[src/rtl/minirisc_cycle_seq_pkg.sv]
// Shared definitions for the MiniRISC multi-cycle sequencer: state encodings and defaults.
// Also consumed by the top-level debug display logic.
package minirisc_cycle_seq_pkg;

    localparam int STATE_W = 3;
    localparam logic [3:0] HALT_OPCODE_DEF = 4'hF;

    typedef enum logic [STATE_W-1:0] {
        S_IDLE   = 3'd0,
        S_FETCH  = 3'd1,
        S_DECODE = 3'd2,
        S_EXEC   = 3'd3,
        S_MEM    = 3'd4,
        S_WB     = 3'd5,
        S_HALT   = 3'd6,
        S_ERR    = 3'd7
    } state_t;

endpackage

[src/rtl/minirisc_cycle_seq_mem_timeout_cnt.sv]
// Saturating request-wait counter; flags expiry on the last allowed cycle without an ack.
// A limit of 0 disables expiry.
module mem_timeout_cnt #(
    parameter int TO_W = 8
) (
    input  logic            clk,
    input  logic            rst,
    input  logic            clear,
    input  logic            inc,
    input  logic [TO_W-1:0] limit,
    output logic            expired
);

    logic [TO_W-1:0] count;

    // NOTE: sequential state is updated with <= so every flop samples pre-edge values.
    always_ff @(posedge clk) begin
        if (rst || clear) begin
            count <= '0;
        end else if (inc && (count != '1)) begin
            count <= count + 1'b1;
        end
    end

    assign expired = inc && (limit != '0) && (count == limit - 1'b1);

endmodule

[src/rtl/minirisc_cycle_seq.sv]
// MiniRISC multi-cycle sequencer: FETCH/DECODE/EXEC/MEM/WB stepping, shared memory port, run/step/halt.
// Optional perf counters are built only when MINIRISC_SEQ_PERF_EN is defined.
module minirisc_cycle_seq
    import minirisc_cycle_seq_pkg::*;
#(
    parameter logic [3:0] HALT_OPCODE = HALT_OPCODE_DEF,
    parameter int         TO_W        = 8,
    parameter int         MEM_TIMEOUT = 200
) (
    input  logic         clk,
    input  logic         rst,
    input  logic         run,
    input  logic         step,
    input  logic [3:0]   opcode,
    input  logic         mem_read,
    input  logic         mem_write,
    input  logic         reg_write,
    input  logic         mem_ack,
    output logic         mem_req,
    output logic         mem_we,
    output logic         addr_sel,
    output logic         ir_load,
    output logic         alu_en,
    output logic         rf_we,
    output logic         pc_we,
    output logic [2:0]   state,
    output logic         halted,
    output logic         error,
    output logic [31:0]  cycle_cnt,
    output logic [31:0]  instr_cnt
);

    state_t cur, nxt;
    logic   to_expired;

    always_ff @(posedge clk) begin
        if (rst) cur <= S_IDLE;
        else     cur <= nxt;
    end

    always_comb begin
        // NOTE: default first so no path through the case leaves nxt unassigned (no latch).
        nxt = cur;
        unique case (cur)
            S_IDLE:   if (run || step) nxt = S_FETCH;
            S_FETCH:  if (mem_ack) nxt = S_DECODE;
                      else if (to_expired) nxt = S_ERR;
            S_DECODE: nxt = (opcode == HALT_OPCODE) ? S_HALT : S_EXEC;
            S_EXEC:   nxt = (mem_read || mem_write) ? S_MEM : S_WB;
            S_MEM:    if (mem_ack) nxt = S_WB;
                      else if (to_expired) nxt = S_ERR;
            S_WB:     nxt = run ? S_FETCH : S_IDLE;
            S_HALT:   nxt = S_HALT;
            S_ERR:    nxt = S_ERR;
        endcase
    end

    always_comb begin
        mem_req  = 1'b0;
        mem_we   = 1'b0;
        addr_sel = 1'b0;
        ir_load  = 1'b0;
        alu_en   = 1'b0;
        rf_we    = 1'b0;
        pc_we    = 1'b0;
        unique case (cur)
            S_FETCH: begin
                mem_req = 1'b1;
                ir_load = mem_ack;
            end
            S_EXEC:  alu_en = 1'b1;
            // A read+write decode is issued as a write.
            S_MEM: begin
                mem_req  = 1'b1;
                addr_sel = 1'b1;
                mem_we   = mem_write;
            end
            S_WB: begin
                rf_we = reg_write;
                pc_we = 1'b1;
            end
            default: ;
        endcase
    end

    assign state  = cur;
    assign halted = (cur == S_HALT);
    assign error  = (cur == S_ERR);

    // Counter is held clear whenever no request is pending, so each FETCH/MEM starts at zero.
    mem_timeout_cnt #(
        .TO_W(TO_W)
    ) u_timeout (
        .clk     (clk),
        .rst     (rst),
        .clear   (!mem_req || mem_ack),
        .inc     (mem_req && !mem_ack),
        .limit   (TO_W'(MEM_TIMEOUT)),
        .expired (to_expired)
    );

`ifdef MINIRISC_SEQ_PERF_EN
    logic [31:0] cycle_q, instr_q;

    always_ff @(posedge clk) begin
        if (rst) begin
            cycle_q <= '0;
            instr_q <= '0;
        end else begin
            if (!(cur inside {S_IDLE, S_HALT, S_ERR})) cycle_q <= cycle_q + 1'b1;
            if (cur == S_WB)                            instr_q <= instr_q + 1'b1;
        end
    end

    assign cycle_cnt = cycle_q;
    assign instr_cnt = instr_q;
`else
    assign cycle_cnt = 32'd0;
    assign instr_cnt = 32'd0;
`endif

endmodule
[config.mk]
export PLATFORM = sky130hd
export DESIGN_NAME = minirisc_cycle_seq
export DESIGN_NICKNAME = d
export VERILOG_FILES = /design/src/rtl/minirisc_cycle_seq_pkg.sv /design/src/rtl/minirisc_cycle_seq_mem_timeout_cnt.sv /design/src/rtl/minirisc_cycle_seq.sv
export SDC_FILE = /design/constraint.sdc
export NUM_CORES = 1
export LEC_CHECK = 0
export CAP_MARGIN = 20
export CORE_UTILIZATION = 33
export DETAILED_ROUTE_END_ITERATION = 10
export PLACE_DENSITY = 0.8
export SYNTH_ARGS = -nofsm -noshare
export SYNTH_HDL_FRONTEND = slang
export SYNTH_SLANG_ARGS = --single-unit
[constraint.sdc]
create_clock -name clk -period 1.7 [get_ports clk]
set_input_delay 0.34 -clock clk [delete_from_list [all_inputs] [get_ports clk]]
set_output_delay 0.34 -clock clk [all_outputs]
set_load 0.005 [all_outputs]
======== Word level (Yosys, flattened, before mapping) ========
Cells that the tools add are included.
word-level totals
  bits in registers ....................... 11
  logic and storage cells ................. 40
cells by class
  add/sub/neg operators ................... 1
  equal/unequal tests ..................... 11
  muxes and demuxes ....................... 15
  reduce and logical (&&, ||, !) cells .... 11
operators by type and width
  kind                                                             count
  3-bit case mux with 8 select lines                               1
  3-bit two-way mux                                                5
  3-bit == test, second input constant                             4
  1-bit two-way mux                                                9
  8-bit by 1-bit adder with 8-bit output, second input constant    1
  8-bit == test, second input constant                             1
  8-bit != test, second input constant                             1
  3-bit by 2-bit == test with 1-bit output, second input constant  2
  4-bit == test, second input constant                             1
  1-bit logical OR                                                 4
  3-bit by 1-bit == test with 1-bit output, second input constant  1
  1-bit logical AND                                                3
  3-bit logical NOT                                                1
  1-bit logical NOT                                                2
  2-bit != test, second input constant                             1
  2-bit OR reduction                                               1

======== Longest topological paths before layout ========
  depth in word-level cells ............... 8
  depth in mapped cells ................... 6

======== Hierarchy ========
A second synthesis with hierarchy kept.
second synthesis, totals
  cell total of the unflattened synthesis .. 186
  area, all modules ....................... 1412.6 µm²
by module, submodules not included
  module              times used  cells an instance  area an instance (µm²)  seq. area each (µm²)
  minirisc_cycle_seq  1           105                758.2                   60.1
  mem_timeout_cnt     1           81                 654.4                   160.2

======== Worst setup path after synthesis ========
No wires, ideal clock.
  kind .................................... register -> register
  from .................................... register cur[2], in the netlist state[2]
  to ...................................... register u_timeout.count[5]
  setup time .............................. 0.070 ns
  data arrival time ....................... 1.499 ns
  path slack .............................. 0.131 ns
  stages on the path, launching flop included .. 6
  period minus slack after synthesis ...... 1.569 ns
  path through ............................ dfxtp_1 > xnor2_1 > or3_1 > clkbuf_2 > or4_1 > a21oi_1
between the ends
  cells in the longest elaborated chain, start to end .. 6
ends and longest elaborated chain
  element                                                                    line                                      source
  start: declaration                                                         minirisc_cycle_seq.sv:33                  state_t cur, nxt;
  start signal: assignment                                                   minirisc_cycle_seq.sv:38                  else cur <= nxt;
  3-bit by 1-bit == test with 1-bit output or 3-bit == test (tied branches)  minirisc_cycle_seq.sv:66                  unique case (cur)
  2-bit OR reduction (no line) *                                             --
  1-bit two-way mux *                                                        minirisc_cycle_seq.sv:66
  1-bit logical NOT                                                          minirisc_cycle_seq.sv:96                  .clear (!mem_req || mem_ack),
  1-bit logical OR                                                           minirisc_cycle_seq.sv:96
  1-bit logical OR                                                           minirisc_cycle_seq_mem_timeout_cnt.sv:18  if (rst || clear) begin
  end signal: assignment                                                     minirisc_cycle_seq_mem_timeout_cnt.sv:21  count <= count + 1'b1;
  end: declaration                                                           minirisc_cycle_seq_mem_timeout_cnt.sv:14  logic [TO_W-1:0] count;
Every way passes the cells marked *; elsewhere a longest branch is shown, timed or not.
A chain may end at the register's enable or synchronous reset.

======== Worst setup path in the final report ========
  from .................................... register u_timeout.count[1]
  to ...................................... register u_timeout.count[5]
between the ends
  cells in the longest elaborated chain, start to end .. 2
ends and longest elaborated chain
  element
  parallel branches: the longest is 2 deep, another holds 8-bit by 1-bit adder with 8-bit output
Several ways; the timed one is not identified.

==> summary.md <==
| Metric | Value |
|---|---|
| Outcome | `complete, no violations` |
| DR vias | `985` |
| Cells after Synth | `151` |
| Overall overflow remaining after global route | `0` |
| Initial core utilization | `35.7%` |
| Worst R2R Start | `u_timeout.count[1]$_SDFFE_PP0P_` |
| Synthesis Warnings | `0` |
| Syn_area_per_cell | `7.46 µm²` |
| Max Cap Viol | `0` |
| CTS buffer count | `3` |
| Number of optimization iterations in the first detailed-route pass | `4` |
| Crit path cell chain | `ha_1, nand4_1, buf_4, o2111ai_2, or4_4, a21oi_2` |
| Fill cells | `321` |
| Instance area at placement | `1250 µm²` |
| Number of DRC markers in iteration 0 | `31` |
| DIE AREA | `3650 µm²` |
| CTS sink count | `11` |
| Hold EP | `u_timeout.count[1]$_SDFFE_PP0P_` |
| DRC violation count after routing | `0` |
| Total number of H-tree levels | `1` |
| Worst EP arrival | `1.91 ns` |
| Layout cell share with drive strength beyond 1 | `26.9%` |
| Total inserted antenna cells | `0` |
| Register-to-Register Path Depth | `6` |
| Crit-path max FO | `6` |
| Total power per unit cell area | `538 nW/µm²` |
| Ports placed on the boundary | `88` |
| Core outline area | `3150 µm²` |
| IR drop worst, VDD | `0.135 mV` |
| CTS tree | `yes` |
| Count of flip-flops with a built-in enable after synthesis | `0` |
| Standby leakage power | `0.000674 µW` |
| Final setup fails | `0` |
| Cell count after placement | `226` |
| Chip Height | `60.4 µm` |
| Horiz. Die Dim | `60.4 µm` |
| Buffers & Inverters on Critical Path | `1` |
| Endpoint type of the worst setup path | `flop` |
| Number of buffers added on ports | `23` |
| Launching element type of the critical path | `flop` |
| Worst flop-to-flop path endpoint | `u_timeout.count[5]$_SDFFE_PP0P_` |
| GPL Wtd Cong | `0.812` |
| Largest net degree at the start of global routing | `13` |
| Maximum operating frequency | `0.589 GHz` |
| Number of antenna violations at the first check in global routing | `0` |
| Hold Crit Depth | `2` |
| Min-delay worst type | `flop to flop` |
| Root buffer cell | `sky130_fd_sc_hd__clkbuf_4` |
| Cell accounting for the most synthesized area | `sky130_fd_sc_hd__buf_4` |
| Standard-cell row count | `20` |
| Cell with the biggest individual delay on the critical path | `sky130_fd_sc_hd__or4_4` |
| Routed wire length per instance | `10.0 µm` |
| Flop and latch count out of synthesis | `11` |
| Post-layout min period | `1.70 ns` |
| Post-synthesis instance area | `1130 µm²` |
| RSZ-0062 raised after global routing | `true` |
| Most instantiated flip-flop cell in the synthesis netlist | `sky130_fd_sc_hd__dfxtp_1` |
| Top Family by Delay on Critical Path | `simple AND/OR/NAND/NOR gates` |
| Required time worst endpoint | `1.92 ns` |
| Portion of the post-synthesis area used by sequential elements | `19.6%` |
| Total GRT Usage | `11.2%` |
| Global-route wire length before repair | `3180 µm` |
| Number of vias per cell | `4.16` |
| Netlist cell types | `34` |
| Number of nets in the final layout | `207` |
| Delay of the slowest critical-path stage | `0.47 ns` |
| Main area contributors after synthesis | `sky130_fd_sc_hd__buf_4 43%, sky130_fd_sc_hd__dfxtp_1 20%, sky130_fd_sc_hd__nor2_1 5.0%, sky130_fd_sc_hd__o21ai_0 2.7%, sky130_fd_sc_hd__a21oi_1 2.2%` |
| Antenna-violating nets left | `0` |
| Skew-Pair Late Insertion Delay | `0.27 ns` |
| Final Routed Wirelength | `2380 µm` |
| Number of global-route vias before repair | `776` |
| Crit Path Class | `flop to flop` |
| Worst-case register-to-register setup slack | `0.003 ns` |
| Total half-perimeter wirelength after legalization and detailed placement | `1540 µm` |
| Post-synth top area share | `42.7%` |
| Fin. max-slew vios | `0` |
| Hold Fails Final Rpt | `0` |
| Start point of the worst hold path | `u_timeout.count[1]$_SDFFE_PP0P_` |
| Worst clock skew | `0.00469 ns` |
| Final period util | `99.8%` |
| Maximum buffer depth of the clock tree | `2` |
| Clock transition at path regs | `0.08 ns` |
| Post-layout instance count excluding filler cells | `237` |
| Final std cell area, no fill | `1440 µm²` |
| Share of async-settable or async-resettable flops after synthesis | `0%` |
| Area grow syn2layout | `27.4%` |
==> synthesized netlist by cell type (3+ instances only) <==
| master | n |
|---|---|
| sky130_fd_sc_hd__a21oi_1 | 5 |
| sky130_fd_sc_hd__and3_1 | 4 |
| sky130_fd_sc_hd__buf_4 | 64 |
| sky130_fd_sc_hd__clkbuf_1 | 4 |
| sky130_fd_sc_hd__dfxtp_1 | 11 |
| sky130_fd_sc_hd__inv_1 | 3 |
| sky130_fd_sc_hd__nand2_1 | 4 |
| sky130_fd_sc_hd__nor2_1 | 15 |
| sky130_fd_sc_hd__nor3_1 | 3 |
| sky130_fd_sc_hd__o21ai_0 | 6 |
| sky130_fd_sc_hd__o31ai_1 | 3 |
==> worst register-to-register path, stage by stage, from the launching register on <==
cell	delay [ns]
sky130_fd_sc_hd__dfxtp_2	0.34
sky130_fd_sc_hd__ha_1	0.19
sky130_fd_sc_hd__nand4_1	0.16
sky130_fd_sc_hd__buf_4	0.15
sky130_fd_sc_hd__o2111ai_2	0.21
sky130_fd_sc_hd__or4_4	0.47
sky130_fd_sc_hd__a21oi_2	0.12
==> worst max path at each step <==
stage | cells after the start | startpoint | slack [ns] | endpoint
after global placement | 5 | mem_ack | -0.26 | u_timeout.count[2]$_SDFFE_PP0P_
after CTS | 6 | state[0]$_SDFFE_PP0P_ | 0.0001 | u_timeout.count[3]$_SDFFE_PP0P_
after detailed placement | 5 | mem_ack | -0.30 | u_timeout.count[2]$_SDFFE_PP0P_
final | 6 | u_timeout.count[1]$_SDFFE_PP0P_ | 0.003 | u_timeout.count[5]$_SDFFE_PP0P_
after global routing | 6 | u_timeout.count[1]$_SDFFE_PP0P_ | -0.06 | u_timeout.count[7]$_SDFFE_PP0P_
after floorplan | 5 | state[2]$_SDFFE_PP0P_ | 0.13 | u_timeout.count[5]$_SDFFE_PP0P_
==> registers in the layout (all words and copies together) (netlist names) <==
signal	cells
u_timeout.count	8
state	3
==> power by group <==
group	total (µW)	switching [µW]	internal, µW
clock network	182	95.0	87.2
registers	288	18.1	270
logic	302	140	162
total	773	254	519
==> cell families (layout without fill, tap and decap cells) <==
logic type | Yosys count | count (layout) | synth area share (%)
xor gates and xnor gates | 3 | 3 | 2.33
buffers and inverters | 72 | 51 | 45.4
AOI/OAI and AO/OA | 21 | 21 | 12.0
DFF | 11 | 11 | 19.6
other | 1 | 64 | 0.333
and+or+nand+nor | 42 | 42 | 19.2
adders and majority gates | 1 | 1 | 1.11
==> per-stage QoR <==
| step | utilization, % | total power (µW) | setup slack [ns] | hold slack, ns | setup TNS (ns) |
|---|---|---|---|---|---|
| final | 45.5 | 773 | 0.00271 | 0.480 | 0 |
| after global routing | 45.5 | 818 | -0.0568 | 0.508 | -0.239 |
| after CTS | 41.6 | 720 | 0.000149 | 0.487 | 0 |
| after detailed placement | 39.7 | 524 | -0.302 | 0.477 | -2.50 |
| after global placement | 39.7 | 521 | -0.257 | 0.470 | -2.08 |
| after floorplan | - | 511 | 0.131 | 0.409 | 0 |
==> placed cells by master (no fill, tap or decap), types with 2 or more instances in the layout <==
cell type                          n
sky130_fd_sc_hd__o31ai_1           3
sky130_fd_sc_hd__and3_1            4
sky130_fd_sc_hd__nand2_1           4
sky130_fd_sc_hd__conb_1           64
sky130_fd_sc_hd__or4_4             2
sky130_fd_sc_hd__dfxtp_1           7
sky130_fd_sc_hd__nor3_2            2
sky130_fd_sc_hd__a21oi_1           2
sky130_fd_sc_hd__buf_6             5
sky130_fd_sc_hd__clkbuf_2          2
sky130_fd_sc_hd__o21ai_0           6
sky130_fd_sc_hd__clkdlybuf4s15_1   2
sky130_fd_sc_hd__dlygate4sd2_1     5
sky130_fd_sc_hd__clkdlybuf4s50_1  13
sky130_fd_sc_hd__xor2_1            2
sky130_fd_sc_hd__inv_1             2
sky130_fd_sc_hd__buf_4            17
sky130_fd_sc_hd__nand4_1           2
sky130_fd_sc_hd__or3_4             2
sky130_fd_sc_hd__nand3_1           2
sky130_fd_sc_hd__a21oi_2           3
sky130_fd_sc_hd__nor2_1           11
sky130_fd_sc_hd__clkbuf_4          3
sky130_fd_sc_hd__dfxtp_4           3
sky130_fd_sc_hd__nor2_2            4
==> area by class of cell <==
type	count	area, µm²	share of cell area (%)
sequential	11	233	16.2
clock buffer	3	22.5	1.57
timing repair buffer	44	388	27.0
multi-input combinational	131	721	50.2
inverter	3	11.3	0.785
clock inverter	1	5.00	0.349
tap	44	55.1	3.84
==> per-layer routing <==
layer / share of wire (%) / vias to the layer above / global-route usage, % / wire length (µm)
li1: - / 469 / - / -
met1: 37 / 448 / 13.1 / 880
met2: 54 / 62 / 21.2 / 1290
met3: 6.9 / 6 / 0.640 / 165
met4: 1.9 / 0 / 4.22 / 46
met5: 0 / - / 0 / 0
==> timing repair <==
item                       4_1_cts  5_1_grt
buffers inserted                 3        4
hold buffers                     0        0
pin swaps                        1       11
setup endpoints to repair       12       11
gates resized for setup         20       29
Power figures use the tool's default switching activity.
